[src/rtl/pipe_stage_reg.sv]
// Parametrised inter-stage pipeline register with a 2-entry skid buffer and synchronous flush.
// Optional macro PIPE_STAGE_PERF_EN adds saturating stall/flush counters.
module pipe_stage_reg #(
    parameter int unsigned          DATA_W   = 64,
    parameter int unsigned          CTRL_W   = 16,
    parameter logic [CTRL_W-1:0]    NOP_CTRL = '0
) (
    input  logic              clk,
    input  logic              reset,
    input  logic              in_valid,
    output logic              in_ready,
    input  logic [DATA_W-1:0] in_data,
    input  logic [CTRL_W-1:0] in_ctrl,
    input  logic              flush,
    output logic              out_valid,
    input  logic              out_ready,
    output logic [DATA_W-1:0] out_data,
    output logic [CTRL_W-1:0] out_ctrl
`ifdef PIPE_STAGE_PERF_EN
    ,
    output logic [31:0]       stall_cnt,
    output logic [31:0]       flush_cnt
`endif
);

    logic              main_valid_q, main_valid_d;
    logic [DATA_W-1:0] main_data_q,  main_data_d;
    logic [CTRL_W-1:0] main_ctrl_q,  main_ctrl_d;
    logic              skid_valid_q, skid_valid_d;
    logic [DATA_W-1:0] skid_data_q,  skid_data_d;
    logic [CTRL_W-1:0] skid_ctrl_q,  skid_ctrl_d;
    logic              accept;
    logic              pop;

    // in_ready is purely registered so downstream stalls never reach upstream combinationally
    assign in_ready  = ~skid_valid_q;
    assign out_valid = main_valid_q;
    assign out_data  = main_data_q;
    assign out_ctrl  = main_ctrl_q;

    assign accept = in_valid & ~skid_valid_q;
    assign pop    = main_valid_q & out_ready;

    always_comb begin
        main_valid_d = main_valid_q;
        main_data_d  = main_data_q;
        main_ctrl_d  = main_ctrl_q;
        skid_valid_d = skid_valid_q;
        skid_data_d  = skid_data_q;
        skid_ctrl_d  = skid_ctrl_q;
        if (flush) begin
            main_valid_d = 1'b0;
            main_ctrl_d  = NOP_CTRL;
            skid_valid_d = 1'b0;
        end else if (!main_valid_q || pop) begin
            if (skid_valid_q) begin
                main_valid_d = 1'b1;
                main_data_d  = skid_data_q;
                main_ctrl_d  = skid_ctrl_q;
                skid_valid_d = accept;
                if (accept) begin
                    skid_data_d = in_data;
                    skid_ctrl_d = in_ctrl;
                end
            end else begin
                skid_valid_d = 1'b0;
                if (accept) begin
                    main_valid_d = 1'b1;
                    main_data_d  = in_data;
                    main_ctrl_d  = in_ctrl;
                end else begin
                    main_valid_d = 1'b0;
                    main_ctrl_d  = NOP_CTRL;
                end
            end
        end else if (accept) begin
            skid_valid_d = 1'b1;
            skid_data_d  = in_data;
            skid_ctrl_d  = in_ctrl;
        end
    end

    always_ff @(posedge clk or posedge reset) begin
        if (reset) begin
            main_valid_q <= 1'b0;
            main_data_q  <= '0;
            main_ctrl_q  <= NOP_CTRL;
            skid_valid_q <= 1'b0;
            skid_data_q  <= '0;
            skid_ctrl_q  <= NOP_CTRL;
        end else begin
            main_valid_q <= main_valid_d;
            main_data_q  <= main_data_d;
            main_ctrl_q  <= main_ctrl_d;
            skid_valid_q <= skid_valid_d;
            skid_data_q  <= skid_data_d;
            skid_ctrl_q  <= skid_ctrl_d;
        end
    end

`ifdef PIPE_STAGE_PERF_EN
    logic [31:0] stall_cnt_q, stall_cnt_d;
    logic [31:0] flush_cnt_q, flush_cnt_d;

    assign stall_cnt = stall_cnt_q;
    assign flush_cnt = flush_cnt_q;

    always_comb begin
        stall_cnt_d = stall_cnt_q;
        flush_cnt_d = flush_cnt_q;
        if (main_valid_q && !out_ready && !flush && stall_cnt_q != '1)
            stall_cnt_d = stall_cnt_q + 32'd1;
        if (flush && (main_valid_q || skid_valid_q) && flush_cnt_q != '1)
            flush_cnt_d = flush_cnt_q + 32'd1;
    end

    always_ff @(posedge clk or posedge reset) begin
        if (reset) begin
            stall_cnt_q <= '0;
            flush_cnt_q <= '0;
        end else begin
            stall_cnt_q <= stall_cnt_d;
            flush_cnt_q <= flush_cnt_d;
        end
    end
`endif

endmodule
[config.mk]
export PLATFORM = sky130hd
export DESIGN_NAME = pipe_stage_reg
export DESIGN_NICKNAME = d
export VERILOG_FILES = /design/src/rtl/pipe_stage_reg.sv
export SDC_FILE = /design/constraint.sdc
export NUM_CORES = 1
export LEC_CHECK = 0
export ABC_AREA = 0
export CORE_ASPECT_RATIO = 0.5
export CORE_MARGIN = 5
export CORE_UTILIZATION = 54
export DETAILED_ROUTE_END_ITERATION = 8
export PLACE_DENSITY = 0.85
export SLEW_MARGIN = 10
export SYNTH_ARGS = -nofsm -noshare
export SYNTH_HDL_FRONTEND = slang
export SYNTH_SLANG_ARGS = --single-unit
[constraint.sdc]
create_clock -name clk -period 11.3 [get_ports clk]
set_input_delay 2.26 -clock clk [delete_from_list [all_inputs] [get_ports clk]]
set_output_delay 2.26 -clock clk [all_outputs]
set_load 0.1 [all_outputs]
# After elaboration in Yosys (flattened, before gate mapping)
# Cells that the tools add are included.
[totals]
regBits = 162
latchBits = 0
mem_bits_rw = 0
romBits = 0
output_inout_bits = 82
wordCells = 38
mem_count = 0
[classes]
add_sub_neg = 0
n_mul = 0
div = 0
n_lt_le_gt_ge = 0
n_eq_ne = 1
shifts = 0
muxes = 20
bitwise = 4
reduce_logical = 7
[ops]
columns = ["op", "n"]
rows = [
  ["$mux 64", 5],
  ["$mux 16", 7],
  ["$mux 1", 8],
  ["$reduce_bool 2->1", 2],
  ["$reduce_and 3->1", 1],
  ["$reduce_bool 3->1", 1],
  ["$and 1x1->1", 2],
  ["$ne 2x2->1 const B", 1],
  ["$not 1->1", 2],
  ["$reduce_and 2->1", 1],
  ["$logic_not 1->1", 1],
  ["$logic_or 1x1->1", 1],
]

# Depth between registers and ports, before layout
[logic_depth]
word_depth = 6
mapped_depth = 7
mapped_depth_nobuf = 3

# Worst setup path after synthesis
# Ideal clock, no wire load.
[synth_path]
path_kind = "register -> output"
start = "register skid_valid_q"
end = "output in_ready"
t_arrival_ns = 1.431
required_time_ns = 9.040
path_slack_ns = 7.609
path_stages_with_launch = 5
path_cell_list = "dfrtp_1 -> buf_2 -> buf_2 -> clkbuf_1 -> inv_1"
[synth_between]
elab_chain_len = 1
[synth_rtl]
columns = ["item", "line_no", "source"]
rows = [
  ["from (decl)", "29", "logic skid_valid_q, skid_valid_d;"],
  ["from (signal assigned)", "95", "skid_valid_q <= skid_valid_d;"],
  ["$not 1->1", "36", "assign in_ready = ~skid_valid_q;"],
  ["to (decl)", "11", "output logic in_ready,"],
]
# No other way between the ends.

# Worst setup path in the final report
[layout_path]
start = "input flush"
end = "register skid_data_q[19]"
[layout_between]
elab_chain_len = 2
[layout_rtl]
columns = ["item", "line_no", "source"]
rows = [
  ["from (decl)", "14", "input logic flush,"],
  ["$not 1->1 (no source line)", "n/a", ""],
  ["$reduce_and 2->1 (no source line)", "n/a", ""],
  ["to (signal assigned)", "96", "skid_data_q <= skid_data_d;"],
  ["to (decl)", "30", "logic [DATA_W-1:0] skid_data_q, skid_data_d;"],
]
# No other way between the ends.
# A chain may end at the register's enable or synchronous reset.

==> metrics.md <==
| Metric | Value |
|---|---|
| Syn nets | `roughly 560` |
| Placer Congestion | `0.7629` |
| Final Setup Violations | `0` |
| WL met1 | `approximately 6.5 mm` |
| Finished Layout Cells | `approximately 800` |
| CTS tree | `built` |
| Slew margin rel. | `0.2139` |
| Register area share after synthesis | `0.5550` |
| Met2 wire len | `8.122 mm` |
| Crit path time final | `4.900 ns` |
| P_leak | `4.302 nW` |
| Total Routing Usage GR | `0.1978` |
| Synthesis-stage register bit count | `162` |
| Cts hold-fix bufs | `0` |
| H-tree depth | `4` |
| Sequential share of power | `0.381` |
| Status | `finished clean` |
| CP required | `11.59 ns` |
| Synth Flop Type | `dfrtp_1` |
| Placed cell count | `789` |
| Max Slew Vio Count | `0` |
| Die area | `16090 um^2` |
| Wire length per cell | `18.81 um` |
| Final wirelength | `15.45 mm` |
| Drt first pass iters | `4` |
| Core region area | `13400 um^2` |
| Yosys warns | `0` |
| Setup TNS | `0 ns` |
| WS Path Type | `input pin to register` |
| Slowest-stage cell, CP | `nor3b_4` |
| Top sig layer | `met4` |
| Cell Int Power | `~1.3 mW` |
| Met3 WL | `between 500 and 600 um` |
| Top cell type's share of synthesized area | `0.5550` |
| Post-Syn Instances | `472` |
| Clock-pin slew of the registers on the worst-case setup and hold paths | `about 0.07 ns` |
| Layout Cell Area excl Fill | `9610 um^2` |
| Place WS | `6.035 ns` |
| Via count | `roughly 4400` |
| Area leader, netlist | `dfrtp_1` |
| Layout cells sized above 1 | `0.3767` |
| CP arrival | `5.19 ns` |
| VDD IR max | `0.0001277 V` |
| Clock latency on the worst-skew pair | `0.41 ns` |
| Root buffer cell | `clkbuf_16` |
| Initial core utilization | `0.5451` |
| Clock Skew | `0.008170 ns` |
| Logic pwr share | `0.349` |
| Count leader, synth | `dfrtp_1` |
| Nets | `717` |
| CP Cell Sequence | `clkdlybuf4s50_1, nor3b_4, nand2_4, buf_4, mux2_4` |
| Area grow syn2layout | `31.57%` |
| Period utilization | `0.4336` |
| Clock share of power | `0.270` |
| Post_cts resized | `0` |
| Top post-synthesis cells by count | `162 x dfrtp_1, 123 x mux2_2, 80 x mux2_4` |
| Io pins | `167` |
| Post-CTS Setup Bufs | `0` |
| Max cap viols | `0` |
| Antenna Nets Post-Route | `0` |
| Setup WS post-layout | `6.400 ns` |
| Worst Hold Class | `register to register` |
| Dpl cell area | `9041 um^2` |
| Port bufs | `166` |
| Number of global-route vias before repair | `4859` |
| Switching power | `0.7690 mW` |
| PD cells | `between 200 and 250 nW/um^2` |
| Setup crit start kind | `input pin` |
| Synth cell types | `17` |
| CP delay by family, top | `simple AND/OR/NAND/NOR gates` |
| Final Hold Fails | `0` |
| Initial drt markers | `198` |
| Post-Syn Area | `between 7000 and 8000 um^2` |
| First-pass GRT wire length | `25.59 mm` |
| Crit. End Element | `register` |
| Max clock buf depth | `2` |
| Worst-margin pin slew | `~1.2 ns` |
| Chip height | `92.24 um` |
| RSZ-0062 raised after global routing | `no` |
| Asr flop ratio synth | `1.000` |
| Drt drc | `0` |
| Critical path buffers and inverters | `2` |
| Vias per cell | `around 5.3` |
| Initial antenna violation count | `0` |
| CTS Sinks | `162` |
| Fmax | `0.2041 GHz` |
| Row Count | `30` |
| N_diodes | `0` |
| Syn Area/Cell | `15.48 um^2` |
| Total CTS buffers | `17` |
| Maximum fanout along the worst path | `52` |
| Chip Width | `approximately 170 um` |
| Placed wire-length estimate | `10.14 mm` |
| Ranking of synthesized cells by area | `dfrtp_1 55%, mux2_2 19%, mux2_4 16%` |
| Largest net degree at the start of global routing | `92` |
| Total gr overflow | `0` |
| Max incr delay on CP | `0.77 ns` |
| Post-synth EDFFs | `0` |
| Switching share of power | `0.3761` |
cell usage in the layout, fill, tap and decap left out, types with 4 or more instances in the layout:
cell,count
inv_6,5
dfrtp_1,161
clkinvlp_4,4
buf_4,4
mux2_1,5
clkdlybuf4s50_1,166
nand2_1,30
clkbuf_16,17
a22o_1,17
mux2_2,123
o21ai_0,15
mux2_4,80
flip-flops by register name, indices dropped and copies added, names as in the netlist:
name and count:
out_data 64, skid_data_q 64, out_ctrl 16, skid_ctrl_q 16, out_valid 1, skid_valid_q 1
final timing paths:
kind	startpoint	to	slack, ns	cells past startpoint
max	flush	skid_data_q[19]$_DFFE_PP0P_	6.40	5
min	out_data[44]$_DFFE_PP0P_	out_data[44]$_DFFE_PP0P_	0.49	1
max reg2reg	out_valid$_DFFE_PP0P_	skid_data_q[19]$_DFFE_PP0P_	8.43	4
min reg2reg	out_data[44]$_DFFE_PP0P_	out_data[44]$_DFFE_PP0P_	0.49	1
max in group asynchronous	reset	skid_valid_q$_DFFE_PP0P_	7.41	3
min in group asynchronous	reset	out_data[45]$_DFFE_PP0P_	2.39	2
cell families after synthesis:
family / after synthesis / synth area share
compound gates: 33 / 0.03169
flops: 162 / 0.5550
simple gates: 38 / 0.02535
buf+inv: 31 / 0.02621
mux: 208 / 0.3618
stage by stage:
stage	hold slack (ns)	power, mW	utilization
after global placement	0.4684	1.486	0.6747
final	0.4934	2.045	0.7172
after global routing	0.5143	2.121	0.7172
after floorplan	0.4757	1.318	-
after CTS	0.4987	2.060	0.7172
after detailed placement	0.4804	1.502	0.6747
per-layer routing:
layer / vias to the layer above / track usage
met5: - / 0
met4: 0 / 0.06715
met3: 27 / 0.03542
met2: 106 / 0.3515
met1: 2243 / 0.2462
li1: 2001 / -
power groups by stage:
| stage | clock [mW] | combinational [mW] | sequential, mW |
|---|---|---|---|
| floorplan | 0 | 0.200 | 1.12 |
| CTS | 0.562 | 0.720 | 0.778 |
| finish | 0.552 | 0.714 | 0.778 |
| detailed placement | 0 | 0.719 | 0.783 |
| global route | 0.588 | 0.739 | 0.793 |
| global placement | 0 | 0.706 | 0.781 |
cell type report:
cell class                 count  area (um^2)
sequential                   162         4058
fill                         909         3790
multi-input combinational    279         3059
timing repair buffer         170         1692
clock buffer                  19        442.9
tap                          176        220.2
clock inverter                13        126.4
inverter                       2        12.51
Note: power is estimated with default switching activity, not from simulation.
